## config.mk

```make
export PLATFORM = sky130hd
export DESIGN_NAME = signed_int_divider
export DESIGN_NICKNAME = d
export VERILOG_FILES = /design/src/rtl/int_div_pkg.sv /design/src/rtl/int_div_step.sv /design/src/rtl/signed_int_divider.sv
export SDC_FILE = /design/constraint.sdc
export NUM_CORES = 1
export LEC_CHECK = 0
export ABC_CLOCK_PERIOD_IN_PS = 4100
export CORE_ASPECT_RATIO = 1.75
export CORE_UTILIZATION = 55
export DETAILED_ROUTE_END_ITERATION = 6
export PLACE_DENSITY = 0.86
export SYNTH_ARGS = -nofsm -noshare
export SYNTH_HDL_FRONTEND = slang
export SYNTH_HIERARCHICAL = 1
export SYNTH_SLANG_ARGS = --single-unit
```

## constraint.sdc

```tcl
create_clock -name CLK -period 4.1 [get_ports CLK]
set_input_delay 0.82 -clock CLK [delete_from_list [all_inputs] [get_ports CLK]]
set_output_delay 0.82 -clock CLK [all_outputs]
set_load 0.02 [all_outputs]
```

## src/rtl/int_div_pkg.sv

```systemverilog
// Shared types and helpers for the signed integer divider.
// Sign helpers work at 64 bits; callers truncate to WIDTH.
package int_div_pkg;

  typedef enum logic [1:0] {
    IDLE,
    CALC,
    DONE
  } div_state_t;

  function automatic logic [63:0] neg64(
    input logic [63:0] x
  );
    return ~x + 64'd1;
  endfunction

  function automatic logic [63:0] cneg64(
    input logic [63:0] x,
    input logic        n
  );
    return n ? neg64(x) : x;
  endfunction

endpackage

```

## src/rtl/int_div_step.sv

```systemverilog
// One restoring division step: shift in a dividend bit,
// subtract the divisor when it fits.
module int_div_step #(
  parameter int WIDTH = 8
) (
  input  logic [WIDTH:0]   i_prem,
  input  logic [WIDTH-1:0] i_dvs,
  input  logic             i_bit,
  output logic [WIDTH:0]   o_rem,
  output logic             o_qbit
);

  logic [WIDTH+1:0] w_shift;
  logic [WIDTH+1:0] w_dvs_ext;

  assign w_shift   = {i_prem, i_bit};
  assign w_dvs_ext = {2'b00, i_dvs};
  assign o_qbit    = (w_shift >= w_dvs_ext);
  assign o_rem     = o_qbit
                   ? (WIDTH+1)'(w_shift - w_dvs_ext)
                   : (WIDTH+1)'(w_shift);

endmodule

```

## src/rtl/signed_int_divider.sv

```systemverilog
// Radix-2 restoring divider, signed/unsigned per request,
// valid/ready on both sides, early-out for div-by-zero/overflow.
module signed_int_divider
  import int_div_pkg::*;
#(
  parameter int WIDTH    = 8,
  parameter int LOGWIDTH = $clog2(WIDTH)
) (
  input  logic             CLK,
  input  logic             RST,
  input  logic             DataVal,
  output logic             DataRdy,
  input  logic             Signed,
  input  logic [WIDTH-1:0] Dividend,
  input  logic [WIDTH-1:0] Divisor,
  output logic             ResultVal,
  input  logic             ResultRdy,
  output logic [WIDTH-1:0] Quotient,
  output logic [WIDTH-1:0] Remainder,
  output logic             DivByZeroExc,
  output logic             OverflowExc
);

  localparam logic [WIDTH-1:0] MIN =
    {1'b1, {(WIDTH-1){1'b0}}};
  localparam logic [LOGWIDTH-1:0] LAST =
    LOGWIDTH'(WIDTH-1);

  div_state_t          r_state;
  logic [WIDTH-1:0]    r_dvd;
  logic [WIDTH-1:0]    r_dvs;
  logic [WIDTH:0]      r_rem;
  logic [WIDTH-1:0]    r_quo;
  logic [LOGWIDTH-1:0] r_cnt;
  logic                r_qsign;
  logic                r_rsign;
  logic                r_rv;
  logic [WIDTH-1:0]    r_q_out;
  logic [WIDTH-1:0]    r_r_out;
  logic                r_dbz;
  logic                r_ovf;

  logic             w_dvd_neg;
  logic             w_dvs_neg;
  logic [WIDTH-1:0] w_dvd_mag;
  logic [WIDTH-1:0] w_dvs_mag;
  logic             w_dbz;
  logic             w_ovf;
  logic [WIDTH:0]   w_rem_nx;
  logic             w_qbit;
  logic [WIDTH-1:0] w_quo_nx;
  logic [WIDTH-1:0] w_q_fin;
  logic [WIDTH-1:0] w_r_fin;

  assign w_dvd_neg = Signed & Dividend[WIDTH-1];
  assign w_dvs_neg = Signed & Divisor[WIDTH-1];
  assign w_dvd_mag =
    WIDTH'(cneg64(64'(Dividend), w_dvd_neg));
  assign w_dvs_mag =
    WIDTH'(cneg64(64'(Divisor), w_dvs_neg));

  assign w_dbz = (Divisor == '0);
  assign w_ovf = Signed & (Dividend == MIN)
               & (Divisor == '1);

  int_div_step #(
    .WIDTH (WIDTH)
  ) u_step (
    .i_prem (r_rem),
    .i_dvs  (r_dvs),
    .i_bit  (r_dvd[WIDTH-1]),
    .o_rem  (w_rem_nx),
    .o_qbit (w_qbit)
  );

  assign w_quo_nx = WIDTH'({r_quo, w_qbit});
  assign w_q_fin  =
    WIDTH'(cneg64(64'(w_quo_nx), r_qsign));
  assign w_r_fin  =
    WIDTH'(cneg64(64'(WIDTH'(w_rem_nx)), r_rsign));

  // Ready is forced low while reset is asserted.
  assign DataRdy      = RST & (r_state == IDLE);
  assign ResultVal    = r_rv;
  assign Quotient     = r_q_out;
  assign Remainder    = r_r_out;
  assign DivByZeroExc = r_dbz;
  assign OverflowExc  = r_ovf;

  // Control FSM plus iteration datapath and result registers.
  always_ff @(posedge CLK) begin
    if (!RST) begin
      r_state <= IDLE;
      r_dvd   <= '0;
      r_dvs   <= '0;
      r_rem   <= '0;
      r_quo   <= '0;
      r_cnt   <= '0;
      r_qsign <= 1'b0;
      r_rsign <= 1'b0;
      r_rv    <= 1'b0;
      r_q_out <= '0;
      r_r_out <= '0;
      r_dbz   <= 1'b0;
      r_ovf   <= 1'b0;
    end else begin
      unique case (r_state)
        IDLE: begin
          if (DataVal) begin
            r_dvd   <= w_dvd_mag;
            r_dvs   <= w_dvs_mag;
            r_qsign <= w_dvd_neg ^ w_dvs_neg;
            r_rsign <= w_dvd_neg;
            r_rem   <= '0;
            r_quo   <= '0;
            r_cnt   <= LAST;
            if (w_dbz) begin
              r_q_out <= '1;
              r_r_out <= Dividend;
              r_dbz   <= 1'b1;
              r_ovf   <= 1'b0;
              r_rv    <= 1'b1;
              r_state <= DONE;
            end else if (w_ovf) begin
              r_q_out <= MIN;
              r_r_out <= '0;
              r_dbz   <= 1'b0;
              r_ovf   <= 1'b1;
              r_rv    <= 1'b1;
              r_state <= DONE;
            end else begin
              r_dbz   <= 1'b0;
              r_ovf   <= 1'b0;
              r_state <= CALC;
            end
          end
        end
        CALC: begin
          r_rem <= w_rem_nx;
          r_dvd <= r_dvd << 1;
          r_quo <= w_quo_nx;
          r_cnt <= r_cnt - 1'b1;
          if (r_cnt == '0) begin
            r_q_out <= w_q_fin;
            r_r_out <= w_r_fin;
            r_rv    <= 1'b1;
            r_state <= DONE;
          end
        end
        DONE: begin
          if (ResultRdy) begin
            r_rv    <= 1'b0;
            r_state <= IDLE;
          end
        end
        default: r_state <= IDLE;
      endcase
    end
  end

endmodule

```

==> results_dict.tcl <==
set metrics [dict create \
    status "finished clean" \
    slew_violations 0 \
    tightestPinTransition_ns 1.01 \
    cts_resized 0 \
    crit_path_end_kind "flop" \
    via_per_inst 6.02 \
    fin_nets 503 \
    yosysSeqAreaShare_pct 33.9 \
    crit_arrival_ns 3.84 \
    cts_hold_buf 0 \
    synth_fp_nets 475 \
    relSlewSlack_pct 32.3 \
    tns_ns 0 \
    grt_setup_unrepaired "no" \
    cp.required_ns 4.31 \
    drt-total-wl_um 8730 \
    cts_num_sinks 58 \
    synth_seq_cells 58 \
    synth_xor_area_share_pct 6.40 \
    die_x_um 61.6 \
    synth-compound-area-share_pct 24.5 \
    cp_top_family "simple AND/OR/NAND/NOR gates" \
    via_count 3306 \
    finalCritPeriodShare_pct 88.5 \
    yosysTopAreaCellShare_pct 33.9 \
    htreeDepth 3 \
    min_path_type "reg2reg" \
    syn_area_per_cell_um2 7.81 \
    cts_buffers 9 \
    place_congestion 0.879 \
    synthCells 438 \
    drv_cap 0 \
    dr.pass1.iters 5 \
    clock_latency_ns 0.34 \
    antenna_found_initial 0 \
    yosysMostFrequentCell "dfxtp_1" \
    synthSimpleGateAreaFrac_pct 21.1 \
    ys.flop_type "dfxtp_1" \
    r2r_slack_ns 0.47 \
    port_buffers 40 \
    clock_skew_ns 0.00816 \
    synth_top_family_by_area "compound AO/OA/AOI/OAI gates" \
    grt_pass1_wl_um 14600 \
    cpPeakStageDelay_ns 0.66 \
    clkTransAtPathRegs_ns 0.07 \
    power_density_nw_per_um2 456 \
    period_needed_ns 3.63 \
    start_kind "flop" \
    worstPathCellList "inv_1 -> ha_1 -> inv_1 -> fa_1 -> nand3_1 -> a21oi_1 -> nor4b_4 -> o21ai_0 -> or4_1 -> o21ai_0 -> xnor2_1 -> a22oi_1 -> a21oi_1" \
    dp_hpwl_um 6170 \
    synthTopCellsByArea "dfxtp_1 (34%), a21oi_1 (8.0%), nand2_1 (5.9%)" \
    netlist.top_cell.by_area "dfxtp_1" \
    fmax_mhz 276 \
    ios 41 \
    critical-path-slowest-cell "nor4b_4" \
    synth_edf_count 0 \
    syn_area_um2 3420 \
    critical_path_class "reg2reg" \
    drtIter0Drc 178 \
    cts_root_buffer "clkbuf_8" \
    synth.distinct_cells 53 \
    setup_viol 0 \
    synthAdderAreaFrac_pct 6.07 \
    cp_max_fo 14 \
    cts_tree "yes" \
    rows 37 \
    area_growth_pct 16.7 \
    die_area_um2 6550 \
    yosysWarnings 6 \
    chipHeight_um 106 \
    vdd.ir_drop.worst_v 0.000313 \
    diodes 0 \
    drtAntennaViolNets 0 \
    dpl_worst_slack_ns 0.537 \
    initial_core_util_pct 57.7 \
    worst-path-buf-inv 2 \
    worst_slack_ns 0.470 \
    cts_buffer_depth 2 \
    drive_gt1_share_pct 6.58 \
    wl_per_cell_um 15.9 \
    async_flop_share_pct 0 \
    drc 0 \
    synth_common_cells "dfxtp_1 (58), a21oi_1 (55), nand2_1 (54)" \
    hold_viol 0 \
    grt_usage_pct 29.7 \
    grt_max_degree 46 \
    post_cts_buffers 0 \
    core_um2 5930 \
    grt_pass1_vias 3174 \
    synthMuxAreaShare_pct 1.50 \
    grt_overflow 0 \
    leakage_nw 1.43 \
]
## power by group
| group | total, mW | switching (mW) | internal [mW] | leakage, nW |
|---|---|---|---|---|
| sequential | 0.641 | 0.0343 | 0.607 | 0.473 |
| combinational | 0.718 | 0.430 | 0.288 | 0.876 |
| clock | 0.462 | 0.230 | 0.232 | 0.0851 |
| total | 1.82 | 0.694 | 1.13 | 1.43 |
## sequential cells by signal (all words and copies together) (netlist names), 2 cells and up
signal	count
Quotient	8
Remainder	8
r_cnt	3
r_dvd	8
r_dvs	8
r_quo	7
r_rem	9
r_state	2
## layout make-up
cell class,count,area (um2)
multi-input cells,327,2040
clock inverters,5,30.0
clock buffers,11,141
flip-flops and latches,58,1160
repair buffers,43,423
well taps,78,97.6
inverters,27,101
fillers,504,1930
## worst register-to-register path, stage by stage, from the launching register on
cell,delay [ns]
dfxtp_1,0.31
inv_1,0.07
ha_1,0.15
inv_1,0.05
fa_1,0.40
nand3_1,0.14
a21oi_1,0.12
nor4b_4,0.66
o21ai_0,0.38
or4_1,0.56
o21ai_0,0.27
xnor2_1,0.11
a22oi_1,0.21
a21oi_1,0.09
## worst paths after layout
path	start	endpoint	cells after the start
hold / removal	DivByZeroExc$_SDFFE_PN0P_	DivByZeroExc$_SDFFE_PN0P_	2
setup / recovery	r_dvd[7]$_SDFFE_PN0P_	Remainder[7]$_SDFFE_PN0P_	13
setup reg to reg	r_dvd[7]$_SDFFE_PN0P_	Remainder[7]$_SDFFE_PN0P_	13
hold reg to reg	DivByZeroExc$_SDFFE_PN0P_	DivByZeroExc$_SDFFE_PN0P_	2
## kinds of logic (layout without fill, tap and decap cells)
group	count (synthesis)	in the layout
flip-flops	58	58
multiplexers	5	5
AO/OA/AOI/OAI	136	136
adder cells (fa/ha/maj)	16	16
AND/OR/NAND/NOR	145	145
XOR/XNOR	25	25
buffers and inverters	53	86
## stage by stage
stage | cell area (um2) | util (%) | hold slack, ns | instances | power, mW
after floorplan | 3420 | - | 0.432 | 438 | 1.20
after global placement | 3820 | 64.5 | 0.440 | 533 | 1.33
after detailed placement | 3820 | 64.5 | 0.450 | 533 | 1.35
after CTS | 3990 | 67.4 | 0.460 | 549 | 1.81
after global routing | 3990 | 67.4 | 0.485 | 549 | 1.94
final | 3990 | 67.4 | 0.454 | 549 | 1.82
## per-layer routing
| layer | wire, um | vias to the layer above | track usage [%] | share of wire (%) |
|---|---|---|---|---|
| met4 | 356 | 0 | 14.9 | 4.1 |
| met5 | 0 | - | 0 | 0 |
| li1 | - | 1608 | - | - |
| met2 | 4630 | 114 | 49.5 | 53 |
| met3 | 461 | 30 | 7.06 | 5.3 |
| met1 | 3290 | 1554 | 33.8 | 38 |
## cells in the final DEF, fill, tap and decap left out, drive strengths merged, types with 3 or more instances in the layout
master,count
nor3,6
nand3,24
inv,27
nand2,54
a21boi,3
ha,15
o21ai,31
or4,4
xnor2,19
nand4b,3
a21oi,56
nor2b,3
nor2,29
a211oi,7
a31oi,9
nand2b,5
a22oi,13
mux2i,4
xor2,6
or3,4
a311oi,3
o31ai,4
clkinv,3
nand4,4
clkbuf,11
buf,3
dfxtp,58
clkdlybuf4s50,40
Note: power is estimated with default switching activity, not from simulation.
